--- config.mk ---
export PLATFORM = sky130hd
export DESIGN_NAME = game_input_ctrl_flat
export DESIGN_NICKNAME = d
export VERILOG_FILES = /design/src/rtl/game_input_ctrl_pkg.sv /design/src/rtl/game_input_ctrl_if.sv /design/src/rtl/game_input_ctrl_btn_debounce.sv /design/src/rtl/game_input_ctrl.sv /design/src/flat_wrapper.sv
export SDC_FILE = /design/constraint.sdc
export NUM_CORES = 1
export LEC_CHECK = 0
export BUFFER_PORTS_ARGS = -buffer_cell sky130_fd_sc_hd__buf_2
export CAP_MARGIN = 30
export CORE_ASPECT_RATIO = 2
export CORE_MARGIN = 2
export CORE_UTILIZATION = 55
export CTS_CLUSTER_DIAMETER = 200
export CTS_CLUSTER_SIZE = 20
export DETAILED_ROUTE_END_ITERATION = 6
export PLACE_DENSITY_LB_ADDON = 0.1
export REMOVE_ABC_BUFFERS = 1
export SLEW_MARGIN = 20
export SYNTH_ARGS = -nofsm -noshare
export SYNTH_HDL_FRONTEND = slang
export SYNTH_SLANG_ARGS = --single-unit
--- constraint.sdc ---
create_clock -name clk -period 2.08 [get_ports clk]
set_input_delay 0.104 -clock clk [delete_from_list [all_inputs] [get_ports clk]]
set_output_delay 0.104 -clock clk [all_outputs]
set_load 0.02 [all_outputs]
--- src/rtl/game_input_ctrl_pkg.sv ---
// Shared constants for the game input stage: FSM state codes and button indices.
// The state encoding is the one the game FSM drives on its output.
package game_input_ctrl_pkg;

   localparam logic [2:0] ST_START    = 3'd0;
   localparam logic [2:0] ST_PLAYING  = 3'd1;
   localparam logic [2:0] ST_PAUSE    = 3'd2;
   localparam logic [2:0] ST_RESET    = 3'd3;
   localparam logic [2:0] ST_GAMEOVER = 3'd4;

   localparam int unsigned BTN_START = 0;
   localparam int unsigned BTN_PAUSE = 1;
   localparam int unsigned BTN_RESET = 2;

   // Pause only has meaning while a game is in progress; all other codes act like START.
   function automatic logic pause_allowed(logic [2:0] state);
      return (state == ST_PLAYING) || (state == ST_PAUSE);
   endfunction

endpackage

--- src/rtl/game_input_ctrl_if.sv ---
// Button/state inputs and conditioned control outputs of the game input stage.
interface game_input_ctrl_if;

   logic       btn_start_n;
   logic       btn_pause_n;
   logic       btn_reset_n;
   logic [2:0] game_state;
   logic       startGame;
   logic       pauseGame;
   logic       resetGame;
   logic [2:0] btn_level;

   modport master (
      output btn_start_n, btn_pause_n, btn_reset_n, game_state,
      input  startGame, pauseGame, resetGame, btn_level
   );

   modport slave (
      input  btn_start_n, btn_pause_n, btn_reset_n, game_state,
      output startGame, pauseGame, resetGame, btn_level
   );

endinterface

--- src/rtl/game_input_ctrl_btn_debounce.sv ---
// One pushbutton channel: 2-flop synchroniser, stable-count debounce, press strobe.
module game_input_ctrl_btn_debounce #(
   parameter int unsigned DEBOUNCE_CYCLES = 500000,
   parameter int unsigned CNT_W           = 20
) (
   input  logic clk,
   input  logic resetFSM,
   input  logic btn_n,
   output logic level,
   output logic press
);

   localparam logic [CNT_W-1:0] LastCnt = CNT_W'(DEBOUNCE_CYCLES - 1);

   logic             sync1_q, sync2_q;
   logic             raw;
   logic             level_q, level_d;
   logic             press_q, press_d;
   logic [CNT_W-1:0] cnt_q, cnt_d;

   assign raw = ~sync2_q;

   // Any sample matching the accepted level restarts the stability count.
   always_comb begin
      level_d = level_q;
      press_d = 1'b0;
      cnt_d   = '0;
      if (raw != level_q) begin
         if (cnt_q == LastCnt) begin
            level_d = raw;
            press_d = raw;
         end else begin
            cnt_d = cnt_q + 1'b1;
         end
      end
   end

   always_ff @(posedge clk or posedge resetFSM) begin
      if (resetFSM) begin
         sync1_q <= 1'b1;
         sync2_q <= 1'b1;
         level_q <= 1'b0;
         press_q <= 1'b0;
         cnt_q   <= '0;
      end else begin
         sync1_q <= btn_n;
         sync2_q <= sync1_q;
         level_q <= level_d;
         press_q <= press_d;
         cnt_q   <= cnt_d;
      end
   end

   assign level = level_q;
   assign press = press_q;

endmodule

--- src/rtl/game_input_ctrl.sv ---
// Game input stage top: three debounce channels plus start/reset pulse priority
// and the pause toggle gated by the FSM state.
module game_input_ctrl
   import game_input_ctrl_pkg::*;
#(
   parameter int unsigned DEBOUNCE_CYCLES = 500000,
   parameter int unsigned CNT_W           = 20
) (
   input logic               clk,
   input logic               resetFSM,
   game_input_ctrl_if.slave  bus
);

   logic [2:0] btn_n;
   logic [2:0] level;
   logic [2:0] press;

   logic start_q, start_d;
   logic reset_q, reset_d;
   logic pause_q, pause_d;

   assign btn_n = {bus.btn_reset_n, bus.btn_pause_n, bus.btn_start_n};

   for (genvar i = 0; i < 3; i++) begin : g_btn
      game_input_ctrl_btn_debounce #(
         .DEBOUNCE_CYCLES (DEBOUNCE_CYCLES),
         .CNT_W           (CNT_W)
      ) u_debounce (
         .clk      (clk),
         .resetFSM (resetFSM),
         .btn_n    (btn_n[i]),
         .level    (level[i]),
         .press    (press[i])
      );
   end

   // Reset strobe beats start; a paused game ignores start.
   always_comb begin
      start_d = press[BTN_START] & ~press[BTN_RESET] & ~pause_q;
      reset_d = press[BTN_RESET];
      pause_d = pause_q;
      if (!pause_allowed(bus.game_state) || reset_q) begin
         pause_d = 1'b0;
      end else if (press[BTN_PAUSE]) begin
         pause_d = ~pause_q;
      end
   end

   always_ff @(posedge clk or posedge resetFSM) begin
      if (resetFSM) begin
         start_q <= 1'b0;
         reset_q <= 1'b0;
         pause_q <= 1'b0;
      end else begin
         start_q <= start_d;
         reset_q <= reset_d;
         pause_q <= pause_d;
      end
   end

   assign bus.startGame = start_q;
   assign bus.resetGame = reset_q;
   assign bus.pauseGame = pause_q;
   assign bus.btn_level = level;

endmodule

--- src/flat_wrapper.sv ---
// flat-port wrapper written by rule: the top's interface ports become plain ports
module game_input_ctrl_flat import game_input_ctrl_pkg::*;
#(
   parameter int unsigned DEBOUNCE_CYCLES = 500000,
   parameter int unsigned CNT_W           = 20
)
  (clk, resetFSM, bus_btn_start_n, bus_btn_pause_n, bus_btn_reset_n, bus_game_state, bus_startGame, bus_pauseGame, bus_resetGame, bus_btn_level);
  game_input_ctrl_if bus_i ();
  input logic clk;
  input logic resetFSM;
  input wire logic [$bits(bus_i.btn_start_n)-1:0] bus_btn_start_n;
  input wire logic [$bits(bus_i.btn_pause_n)-1:0] bus_btn_pause_n;
  input wire logic [$bits(bus_i.btn_reset_n)-1:0] bus_btn_reset_n;
  input wire logic [$bits(bus_i.game_state)-1:0] bus_game_state;
  output wire logic [$bits(bus_i.startGame)-1:0] bus_startGame;
  output wire logic [$bits(bus_i.pauseGame)-1:0] bus_pauseGame;
  output wire logic [$bits(bus_i.resetGame)-1:0] bus_resetGame;
  output wire logic [$bits(bus_i.btn_level)-1:0] bus_btn_level;
  assign bus_i.btn_start_n = bus_btn_start_n;
  assign bus_i.btn_pause_n = bus_btn_pause_n;
  assign bus_i.btn_reset_n = bus_btn_reset_n;
  assign bus_i.game_state = bus_game_state;
  assign bus_startGame = bus_i.startGame;
  assign bus_pauseGame = bus_i.pauseGame;
  assign bus_resetGame = bus_i.resetGame;
  assign bus_btn_level = bus_i.btn_level;
  game_input_ctrl #(.DEBOUNCE_CYCLES(DEBOUNCE_CYCLES), .CNT_W(CNT_W)) u_core (.clk(clk), .resetFSM(resetFSM), .bus(bus_i));
endmodule
==> impl_metrics.ini <==
[placement]
finalWeightedCongestion = 0.806
placed_area_um2 = 3830
placedCellCount = 463
dp_hpwl_mm = 4.76
numPortBuffers = 13
place_ws_ps = -64.9

[synthesis]
synth.area.top_cells = dfrtp_1 49%, xnor2_1 8.2%, nor2_1 5.7%
synth_compound_area_share_pct = 6.90
ys_types = 36
synth_fa_ha_area_share_pct = 1.07
synth_cells = 350
yosys_warnings = 0
synth_seq_cells = 75
synth-edff-count = 0
synthSimpleGateAreaFrac_pct = 23.8
ys.flop_type = dfrtp_1
ys_seq_area_share_pct = 53.6
synth_xor_area_share_pct = 10.5
synth_mux_area_share_pct = 0.569
yosys.area.top_type = dfrtp_1
synth.cell_area_um2 = 3520
avgSynthCellArea_um2 = 10.1
synth_top_area_share_pct = 49.1
synthArstFlopShare_pct = 100
synth_top_family_by_area = simple AND/OR/NAND/NOR gates

[timing]
setup_viol = 0
finalClockSkew_ps = 4.11
fin_crit_sh_pct = 99.8
grt_setup_unrepaired = yes
whs_ps = 48.7
finalCriticalPeriod_ps = 2080
max_slew_margin_pct = 73.3
final_hold_viol_count = 0
fmax_mhz = 482
worst_slew_pin_slew_ps = 395
setup_ws_ps = 3.26
slew_viol_final = 0

[run]
maxCapViolations = 0

[routing]
wl_per_cell_um = 14.0
drtIter0Drc = 170
totalWireLength_mm = 6.78
ant_nets = 0
post-route-drc-count = 0
vias = 2631
routed_via_density = 5.42
drt_first_pass_iters = 4

[worst_setup_path]
cp.depth = 4
slowest_delay_ps = 550
crit_path_start_kind = flip-flop
cp_data_required_time_ps = 2300
worstPathMaxFanout = 3
worst_setup_path_end_kind = flip-flop
path_class = reg2reg
crit_buf_inv = 0
cp_slowest_cell = or4b_4
critical-path-top-delay-family = simple AND/OR/NAND/NOR gates
path_cells = or4_1 -> or4b_4 -> or3_4 -> and3_4
worstPathArrival_ps = 2300
rr_worst_depth = 4

[finish]
drive_above_1_share_pct = 18.0
fill_cells = 513
fin_cells = 485
fin_util_pct = 67.7
fin_nets = 405
final_common_cell = dfrtp_1
design_area_um2 = 4240
diodes = 0
mostFrequentLayoutCells = 69 x dfrtp_1, 50 x nor2_1, 33 x xnor2_1
syn_to_final_growth_pct = 20.4

[power_and_ir_drop]
powerDensity_nw_per_um2 = 748
ir_worst_vdd_uv = 662
p_leak_nw = 1.74

[clock_tree]
clk_latency_ps = 330
clk_pin_slew_ps = 50
root_buffer = clkbuf_16
cts_inserted_buffers = 9
post_cts_buffers = 0
cts_htree_levels = 3
cts_tree = done
clock-sinks = 75
clk_path_buf_depth = 2

[die]
rows = 41
core_area_um2 = 6260
io_pins = 14
die_h_um = 117
die_w_um = 60.6
start_util_pct = 56.2
die_area_um2 = 7090

[grt]
use_met3_pct = 6.37
grt_pass1_vias = 2566
grtUsageMet2_pct = 37.0
gr-max-usage-layer = met2
antenna_found_initial = 0
grt_use_total_pct = 21.6
grt_first_pass_wirelength_mm = 11.2
met1_usage_pct = 24.7
grt_max_degree = 76
gr-total-overflow = 0

[hold_path]
hold_path_depth = 3
worst_hold_path_type = in2reg

[outcome]
outcome = completed
-- what timing repair did --
item | 4_1_cts | 5_1_grt
setup endpoints to repair | 3 | 22
pin swaps | 2 | 4
gates cloned | 0 | 1
hold buffers | 5 | 0
gates resized for setup | 2 | 9
endpoints found under the hold margin | 73 | 0
-- where the power goes --
part | total [W] | leakage [nW] | switching [W] | internal, W
Sequential | 0.00150 | 1.02 | 0.0000177 | 0.00148
Clock | 0.00155 | 0.153 | 0.000556 | 0.000991
Combinational | 0.000118 | 0.569 | 0.0000697 | 0.0000484
-- metrics by stage --
stage	setup TNS, ps	total power (W)
final	0	0.00317
after global routing	-452	0.00329
after CTS	-230	0.00321
after detailed placement	-83.7	0.00163
after global placement	-49.3	0.00163
after floorplan	-1910	0.00159
-- routing by layer --
metal / wire length [um] / share of wire [%]
met1: 2760 / 41
met2: 3710 / 55
met3: 158 / 2.3
met4: 142 / 2.1
met5: 0 / 0
-- state kept, by name, summed over array words and instances, names as in the netlist --
register	count
u_core.g_btn.u_debounce.sync2_q	3
u_core.g_btn.u_debounce.sync1_q	3
u_core.bus.resetGame	1
u_core.g_btn.u_debounce.level	3
u_core.bus.pauseGame	1
u_core.g_btn.u_debounce.press	3
u_core.bus.startGame	1
u_core.g_btn.u_debounce.cnt_q	60
-- logic make-up (layout without fill, tap and decap cells) --
family,Yosys count,count (layout)
and+or+nand+nor,160,160
DFF,75,75
xor gates and xnor gates,42,42
AOI/OAI and AO/OA,39,39
buffers and inverters,29,78
adders and majority gates,3,3
muxes,2,2
-- final timing paths --
check	startpoint	endpoint	slack, ps
hold / removal	bus_game_state[1]	u_core.bus.pauseGame$_DFFE_PP0P_	50
setup reg to reg	u_core.g_btn[0].u_debounce.cnt_q[7]$_DFF_PP0_	u_core.g_btn[0].u_debounce.cnt_q[1]$_DFF_PP0_	3
min in group asynchronous	resetFSM	u_core.g_btn[1].u_debounce.cnt_q[9]$_DFF_PP0_	400
setup / recovery	u_core.g_btn[0].u_debounce.cnt_q[7]$_DFF_PP0_	u_core.g_btn[0].u_debounce.cnt_q[1]$_DFF_PP0_	3
max in group asynchronous	resetFSM	u_core.g_btn[0].u_debounce.sync2_q$_DFF_PP1_	1330
hold reg to reg	u_core.g_btn[1].u_debounce.sync1_q$_DFF_PP1_	u_core.g_btn[1].u_debounce.sync2_q$_DFF_PP1_	350
-- worst min-delay path, delay by kind of cell --
kind                   cells  cell delay, ps
XOR/XNOR                   1             110
buffers and inverters      1              80
AND/OR/NAND/NOR            1              50
-- area by class of cell --
cell class	instances	area [um^2]	area share [%]
clock inverter	4	48.8	1.15
sequential	75	1880	44.5
multi-input combinational	246	1540	36.3
tap	86	108	2.54
clock buffer	12	256	6.06
timing repair buffer	45	338	7.98
inverter	17	63.8	1.51
-- cells in the mapped netlist, types with 3 or more instances --
| master | number |
|---|---|
| ha_1 | 3 |
| o31ai_1 | 8 |
| xor2_1 | 9 |
| a21oi_1 | 17 |
| or4_1 | 13 |
| o21ai_0 | 10 |
| nand3_1 | 17 |
| dfstp_2 | 6 |
| buf_4 | 3 |
| xnor2_1 | 33 |
| inv_1 | 17 |
| nor3_1 | 11 |
| nor4_1 | 12 |
| or3_1 | 11 |
| nor2_1 | 53 |
| nor4b_1 | 3 |
| dfrtp_1 | 69 |
| nand4_1 | 13 |
| nand2_1 | 16 |
| clkbuf_1 | 6 |
Note: power is estimated with default switching activity, not from simulation.
